<file path="src/rtl/pipe_hazard_unit_if.sv">
// ID-stage hazard/forwarding bundle: decoded operands and results in, operand selects and stall/bubble out.
// master = pipeline/ID side, slave = hazard unit.
interface pipe_hazard_unit_if #(
  parameter int SIZE  = 32,
  parameter int NREGS = 32,
  parameter int DEPTH = 3
);
  localparam int AW = $clog2(NREGS);
  localparam int FW = $clog2(DEPTH + 1);

  logic                  id_valid;
  logic [AW-1:0]         id_rs;
  logic                  id_rs_en;
  logic [AW-1:0]         id_rt;
  logic                  id_rt_en;
  logic [AW-1:0]         id_rd;
  logic                  id_wen;
  logic                  id_load;
  logic [SIZE-1:0]       rf_data_a;
  logic [SIZE-1:0]       rf_data_b;
  logic [DEPTH*SIZE-1:0] stage_data;
  logic                  stall;
  logic                  bubble;
  logic [SIZE-1:0]       opa;
  logic [SIZE-1:0]       opb;
  logic [FW-1:0]         fwd_a;
  logic [FW-1:0]         fwd_b;
  logic [15:0]           stall_count;

  modport master (
    output id_valid, id_rs, id_rs_en, id_rt, id_rt_en, id_rd, id_wen, id_load,
    output rf_data_a, rf_data_b, stage_data,
    input  stall, bubble, opa, opb, fwd_a, fwd_b, stall_count
  );

  modport slave (
    input  id_valid, id_rs, id_rs_en, id_rt, id_rt_en, id_rd, id_wen, id_load,
    input  rf_data_a, rf_data_b, stage_data,
    output stall, bubble, opa, opb, fwd_a, fwd_b, stall_count
  );
endinterface

</file>
<file path="src/rtl/pipe_hazard_unit.sv">
// Scoreboard-based RAW hazard/forwarding for the ID stage; resolution is combinational (0 cycles), stall freezes IF/ID and bubbles EX.
// Define HAZARD_FWD_EN for forwarding; without it every RAW match stalls until the producer retires.
module pipe_hazard_unit #(
  parameter int SIZE       = 32,
  parameter int NREGS      = 32,
  parameter int DEPTH      = 3,
  parameter int LOAD_STAGE = 1
) (
  input  logic              clk,
  input  logic              rst_n,
  pipe_hazard_unit_if.slave hif
);
  localparam int AW = $clog2(NREGS);
  localparam int FW = $clog2(DEPTH + 1);

  logic [DEPTH-1:0] sb_valid_q, sb_valid_d;
  logic [DEPTH-1:0] sb_load_q, sb_load_d;
  logic [AW-1:0]    sb_rd_q [DEPTH];
  logic [AW-1:0]    sb_rd_d [DEPTH];
  logic [15:0]      stall_count_q, stall_count_d;

  logic [DEPTH-1:0] match_a, match_b;
  logic             hazard_a, hazard_b, stall;
  logic [FW-1:0]    fwd_a, fwd_b;
  logic [SIZE-1:0]  opa, opb;

  always_comb begin
    for (int k = 0; k < DEPTH; k++) begin
      match_a[k] = hif.id_rs_en && (hif.id_rs != '0) && sb_valid_q[k] && (sb_rd_q[k] == hif.id_rs);
      match_b[k] = hif.id_rt_en && (hif.id_rt != '0) && sb_valid_q[k] && (sb_rd_q[k] == hif.id_rt);
    end
  end

`ifdef HAZARD_FWD_EN
  logic [DEPTH-1:0] entry_rdy;

  always_comb begin
    for (int k = 0; k < DEPTH; k++) begin
      entry_rdy[k] = !sb_load_q[k] || (k >= LOAD_STAGE);
    end
  end

  // Walk oldest to youngest so the youngest matching entry is the one that sticks.
  always_comb begin
    hazard_a = 1'b0;
    hazard_b = 1'b0;
    fwd_a    = '0;
    fwd_b    = '0;
    opa      = hif.rf_data_a;
    opb      = hif.rf_data_b;
    for (int k = DEPTH - 1; k >= 0; k--) begin
      if (match_a[k]) begin
        hazard_a = !entry_rdy[k];
        fwd_a    = entry_rdy[k] ? FW'(k + 1) : '0;
        opa      = entry_rdy[k] ? hif.stage_data[k*SIZE +: SIZE] : hif.rf_data_a;
      end
      if (match_b[k]) begin
        hazard_b = !entry_rdy[k];
        fwd_b    = entry_rdy[k] ? FW'(k + 1) : '0;
        opb      = entry_rdy[k] ? hif.stage_data[k*SIZE +: SIZE] : hif.rf_data_b;
      end
    end
  end
`else
  logic unused_fwd_inputs;
  assign unused_fwd_inputs = ^{hif.stage_data, sb_load_q};

  always_comb begin
    hazard_a = |match_a;
    hazard_b = |match_b;
    fwd_a    = '0;
    fwd_b    = '0;
    opa      = hif.rf_data_a;
    opb      = hif.rf_data_b;
  end
`endif

  assign stall = hif.id_valid && (hazard_a || hazard_b);

  // A stalled ID instruction must not enter the scoreboard; entry 0 becomes the bubble.
  always_comb begin
    sb_valid_d[0] = hif.id_valid && !stall && hif.id_wen && (hif.id_rd != '0);
    sb_rd_d[0]    = hif.id_rd;
    sb_load_d[0]  = hif.id_load;
    for (int k = 1; k < DEPTH; k++) begin
      sb_valid_d[k] = sb_valid_q[k-1];
      sb_rd_d[k]    = sb_rd_q[k-1];
      sb_load_d[k]  = sb_load_q[k-1];
    end
    stall_count_d = stall_count_q;
    if (stall && (stall_count_q != 16'hFFFF)) begin
      stall_count_d = stall_count_q + 16'd1;
    end
  end

  always_ff @(posedge clk or negedge rst_n) begin
    if (!rst_n) begin
      sb_valid_q    <= '0;
      sb_load_q     <= '0;
      stall_count_q <= '0;
      for (int k = 0; k < DEPTH; k++) begin
        sb_rd_q[k] <= '0;
      end
    end else begin
      sb_valid_q    <= sb_valid_d;
      sb_load_q     <= sb_load_d;
      sb_rd_q       <= sb_rd_d;
      stall_count_q <= stall_count_d;
    end
  end

  assign hif.stall       = stall;
  assign hif.bubble      = stall;
  assign hif.fwd_a       = fwd_a;
  assign hif.fwd_b       = fwd_b;
  assign hif.opa         = opa;
  assign hif.opb         = opb;
  assign hif.stall_count = stall_count_q;
endmodule

</file>
<file path="src/flat_wrapper.sv">
// flat-port wrapper written by rule: the top's interface ports become plain ports
module pipe_hazard_unit_flat 
#(
  parameter int SIZE       = 32,
  parameter int NREGS      = 32,
  parameter int DEPTH      = 3,
  parameter int LOAD_STAGE = 1
)
  (clk, rst_n, hif_id_valid, hif_id_rs, hif_id_rs_en, hif_id_rt, hif_id_rt_en, hif_id_rd, hif_id_wen, hif_id_load, hif_rf_data_a, hif_rf_data_b, hif_stage_data, hif_stall, hif_bubble, hif_opa, hif_opb, hif_fwd_a, hif_fwd_b, hif_stall_count);
  pipe_hazard_unit_if #(.SIZE(SIZE), .NREGS(NREGS), .DEPTH(DEPTH)) hif_i ();
  input  logic clk;
  input  logic rst_n;
  input wire logic [$bits(hif_i.id_valid)-1:0] hif_id_valid;
  input wire logic [$bits(hif_i.id_rs)-1:0] hif_id_rs;
  input wire logic [$bits(hif_i.id_rs_en)-1:0] hif_id_rs_en;
  input wire logic [$bits(hif_i.id_rt)-1:0] hif_id_rt;
  input wire logic [$bits(hif_i.id_rt_en)-1:0] hif_id_rt_en;
  input wire logic [$bits(hif_i.id_rd)-1:0] hif_id_rd;
  input wire logic [$bits(hif_i.id_wen)-1:0] hif_id_wen;
  input wire logic [$bits(hif_i.id_load)-1:0] hif_id_load;
  input wire logic [$bits(hif_i.rf_data_a)-1:0] hif_rf_data_a;
  input wire logic [$bits(hif_i.rf_data_b)-1:0] hif_rf_data_b;
  input wire logic [$bits(hif_i.stage_data)-1:0] hif_stage_data;
  output wire logic [$bits(hif_i.stall)-1:0] hif_stall;
  output wire logic [$bits(hif_i.bubble)-1:0] hif_bubble;
  output wire logic [$bits(hif_i.opa)-1:0] hif_opa;
  output wire logic [$bits(hif_i.opb)-1:0] hif_opb;
  output wire logic [$bits(hif_i.fwd_a)-1:0] hif_fwd_a;
  output wire logic [$bits(hif_i.fwd_b)-1:0] hif_fwd_b;
  output wire logic [$bits(hif_i.stall_count)-1:0] hif_stall_count;
  assign hif_i.id_valid = hif_id_valid;
  assign hif_i.id_rs = hif_id_rs;
  assign hif_i.id_rs_en = hif_id_rs_en;
  assign hif_i.id_rt = hif_id_rt;
  assign hif_i.id_rt_en = hif_id_rt_en;
  assign hif_i.id_rd = hif_id_rd;
  assign hif_i.id_wen = hif_id_wen;
  assign hif_i.id_load = hif_id_load;
  assign hif_i.rf_data_a = hif_rf_data_a;
  assign hif_i.rf_data_b = hif_rf_data_b;
  assign hif_i.stage_data = hif_stage_data;
  assign hif_stall = hif_i.stall;
  assign hif_bubble = hif_i.bubble;
  assign hif_opa = hif_i.opa;
  assign hif_opb = hif_i.opb;
  assign hif_fwd_a = hif_i.fwd_a;
  assign hif_fwd_b = hif_i.fwd_b;
  assign hif_stall_count = hif_i.stall_count;
  pipe_hazard_unit #(.SIZE(SIZE), .NREGS(NREGS), .DEPTH(DEPTH), .LOAD_STAGE(LOAD_STAGE)) u_core (.clk(clk), .rst_n(rst_n), .hif(hif_i));
endmodule
</file>
<file path="config.mk">
export PLATFORM = sky130hd
export DESIGN_NAME = pipe_hazard_unit_flat
export DESIGN_NICKNAME = d
export VERILOG_FILES = /design/src/rtl/pipe_hazard_unit_if.sv /design/src/rtl/pipe_hazard_unit.sv /design/src/flat_wrapper.sv
export SDC_FILE = /design/constraint.sdc
export NUM_CORES = 1
export LEC_CHECK = 0
export CAP_MARGIN = 40
export CORE_AREA = 2 2 105 107
export CTS_BUF_LIST = sky130_fd_sc_hd__clkbuf_16
export CTS_CLUSTER_SIZE = 30
export DETAILED_ROUTE_END_ITERATION = 6
export DIE_AREA = 0 0 107 109
export MAX_ROUTING_LAYER = met4
export PLACE_DENSITY_LB_ADDON = 0.25
export REMOVE_ABC_BUFFERS = 1
export SLEW_MARGIN = 40
export SYNTH_ARGS = -nofsm -noshare
export SYNTH_HDL_FRONTEND = slang
export SYNTH_SLANG_ARGS = --single-unit
</file>
<file path="constraint.sdc">
create_clock -name clk -period 5.2 [get_ports clk]
set_clock_uncertainty 0.05 [all_clocks]
set_input_delay 1.04 -clock clk [delete_from_list [all_inputs] [get_ports clk]]
set_output_delay 1.04 -clock clk [all_outputs]
set_load 0.01 [all_outputs]
</file>
==> results.md <==
* M1 GR Usage at 18.8%
* Vias at 1316
* Synth area leader: dfrtp_1
* DIE HEIGHT at 109 um
* Clock buffer depth at 2
* Worst Setup SP: hif_id_rt[4]
* Most frequent cell after synthesis: buf_4
* Final Power at 0.694 mW
* CP required at 4110 ps
* Final Hold Vio Count at 0
* CTS clock-pin slew for the worst setup and hold paths at 50 ps
* Number of enable flip-flop cells after synthesis at 0
* # rows at 38
* Worst IR Drop VDD at 0.000139 V
* DIE WIDTH at around 110 um
* RSZ-0062 raised after global routing: false
* DR WL/cell at 27.9 um
* Worst reg-to-reg setup slack at ~2900 ps
* Worst EP arrival at 3350 ps
* Hold Slack at between 300 and 400 ps
* Grt total ovfl at 0
* Layout Nets at between 300 and 400
* Met2 global-route usage at 18.1%
* Hold Path Depth at 0
* CORE AREA at roughly 11000 sq um
* Diode count at 0
* Total die area at 11700 sq um
* Num CTS Buffers at 5
* Cell area after synthesis at 2130 sq um
* Setup CP Type: in2out
* Kind of end point of the critical path: primary output
* Post-CTS setup buffers at 0
* Mapped Cells at 209
* Number of gates resized after cts at 0
* Layout Utilization at 22.1%
* Initial antenna violation count at 0
* GR Util met3 at 19.7%
* Max-cap violations at 0
* Hold wc startpoint: u_core.sb_valid_q[0]$_DFF_PN0_
* Yosys warnings at 0
* Max-slew violations at 0
* GR peak layer: met3
* DRT Wirelength at 9190 um
* Vias in the first global route at roughly 1400
* Fmax at 0.225 GHz
* CTS tree: yes
* Leakage at 0.944 nW
* FF-to-FF path depth at 6
* Crit path launch type: input port
* DP Wirelength at 7480 um
* Synth unique cells at 26
* First-pass GRT wire length at 12100 um
* End of the worst hold path: u_core.sb_valid_q[1]$_DFF_PN0_
* Gpl congestion at 0.761
* IO buf count at 38
* Post-route DRC at 0
* H-tree depth at 2
* All-Layer GR Usage at roughly 16%
* #FFs+latches synth at 34
* Clk root buf: clkbuf_16
* Drt pass-1 iters at 4
* Period utilisation layout at a little under nine tenths
* Syn-to-layout area delta at 9.74%
* Worst-path maximum fanout at 4
* Antenna Violating Nets Remaining at 0
* Initial cell density of the core at 20.1%
* Top cells by area, synth: dfrtp_1 (40%), buf_4 (24%), xor2_1 (10%)
* Via density at 4.00
* Share of the synthesized area in the top cell type at 39.9%
* Layout cells sized above 1 at 6.88%
* Hold buffers post-CTS at 0
* R2R Path Start: u_core.sb_rd_d[9]$_DFF_PN0_
* Reg2reg end: u_core.hif.stall_count[1]$_DFFE_PN0P_
* Hold Crit Class: reg2reg
* Asr flop ratio synth at 100%
* Finish-stage setup viols at 0
* Tmin final at 4440 ps
* Worst skew pair latency at between 200 and 300 ps
* Setup tns final at 0 ps
* Synth cell count leaders: buf_4 (69), dfrtp_1 (34), xor2_1 (25), xnor2_1 (18), nand3_1 (13)
* I/O pin cnt at around 270
* Ys flop type: dfrtp_1
* PD cells at about 300 nW/um^2
* Seq/Total Area, Yosys at around 40%
* Mean Syn Cell Area at a little over 10 sq um
* Drt first-iter violations at 33
* Status: completed
* Sink Count at 34
* Largest net degree at the start of global routing at 35
[critical path, stage by stage]
cell and delay [ps]:
clkdlybuf4s50_1 500, xor2_1 180, nor4_1 350, nand3_1 140
a31o_2 300, nand2_1 140, and2_1 160, clkdlybuf4s50_1 530
[metrics by stage]
stage          setup slack [ps]  std cells  instance area [sq um]
2_1_floorplan              1980        142                   1620
3_3_place_gp                730        321                   2180
3_5_place_dp                740        321                   2180
4_1_cts                     733        329                   2340
5_1_grt                     605        329                   2340
6_report                    757        329                   2340
[worst max path at each step]
stage	end	slack, ps	cells after the start
floorplan	hif_bubble	1980	5
CTS	hif_stall	730	8
detailed placement	hif_stall	740	8
finish	hif_stall	760	8
global route	hif_bubble	600	7
global placement	hif_bubble	730	8
[cells in the final DEF (no fill, tap or decap), drive strengths merged, types with 2 or more instances in the layout]
cell / instances
a31o: 2
and3: 4
clkbuf: 5
clkdlybuf4s50: 38
conb: 4
dfrtp: 34
inv: 3
nand2: 9
nand3: 13
nand4: 6
nor2: 6
nor4: 6
o21ai: 2
or4: 3
xnor2: 19
xor2: 25
[power breakdown]
| part | internal (mW) | total, mW | switching [mW] |
|---|---|---|---|
| Combinational | 0.0424 | 0.0763 | 0.0339 |
| Sequential | 0.279 | 0.293 | 0.0142 |
| Clock | 0.222 | 0.325 | 0.103 |
| Total | 0.543 | 0.694 | 0.151 |
[registers in the layout, summed over array words and instances, names as in the netlist]
name                    count
u_core.hif.stall_count     16
u_core.sb_rd_d             10
u_core.sb_valid_q           3
u_core.sb_rd_q              5
[cell families (layout without fill, tap and decap cells)]
kind of cell,count (synthesis),in the layout,share of synthesized area [%]
compound gates,6,6,2.41
xor+xnor,44,44,18.4
fa+ha+maj,1,1,0.586
buf+inv,71,48,25.0
flops,34,34,39.9
mux,2,2,0.997
other cells,1,4,0.176
simple gates,50,50,12.6
[cell type report]
type                            count  area, sq um
Sequential cell                    34          851
Multi-Input combinational cell    107          761
Tap cell                          140          175
Fill cell                        1154         8260
Clock inverter                      3         37.5
Timing Repair Buffer               39          388
Clock buffer                        5          125
Inverter                            1         3.75
[per-layer routing]
layer	routed length [um]	up-vias
met3	2360	5
met5	0	-
met2	3140	131
li1	-	575
met1	3660	605
met4	35	0
(Power assumes the default switching activity.)
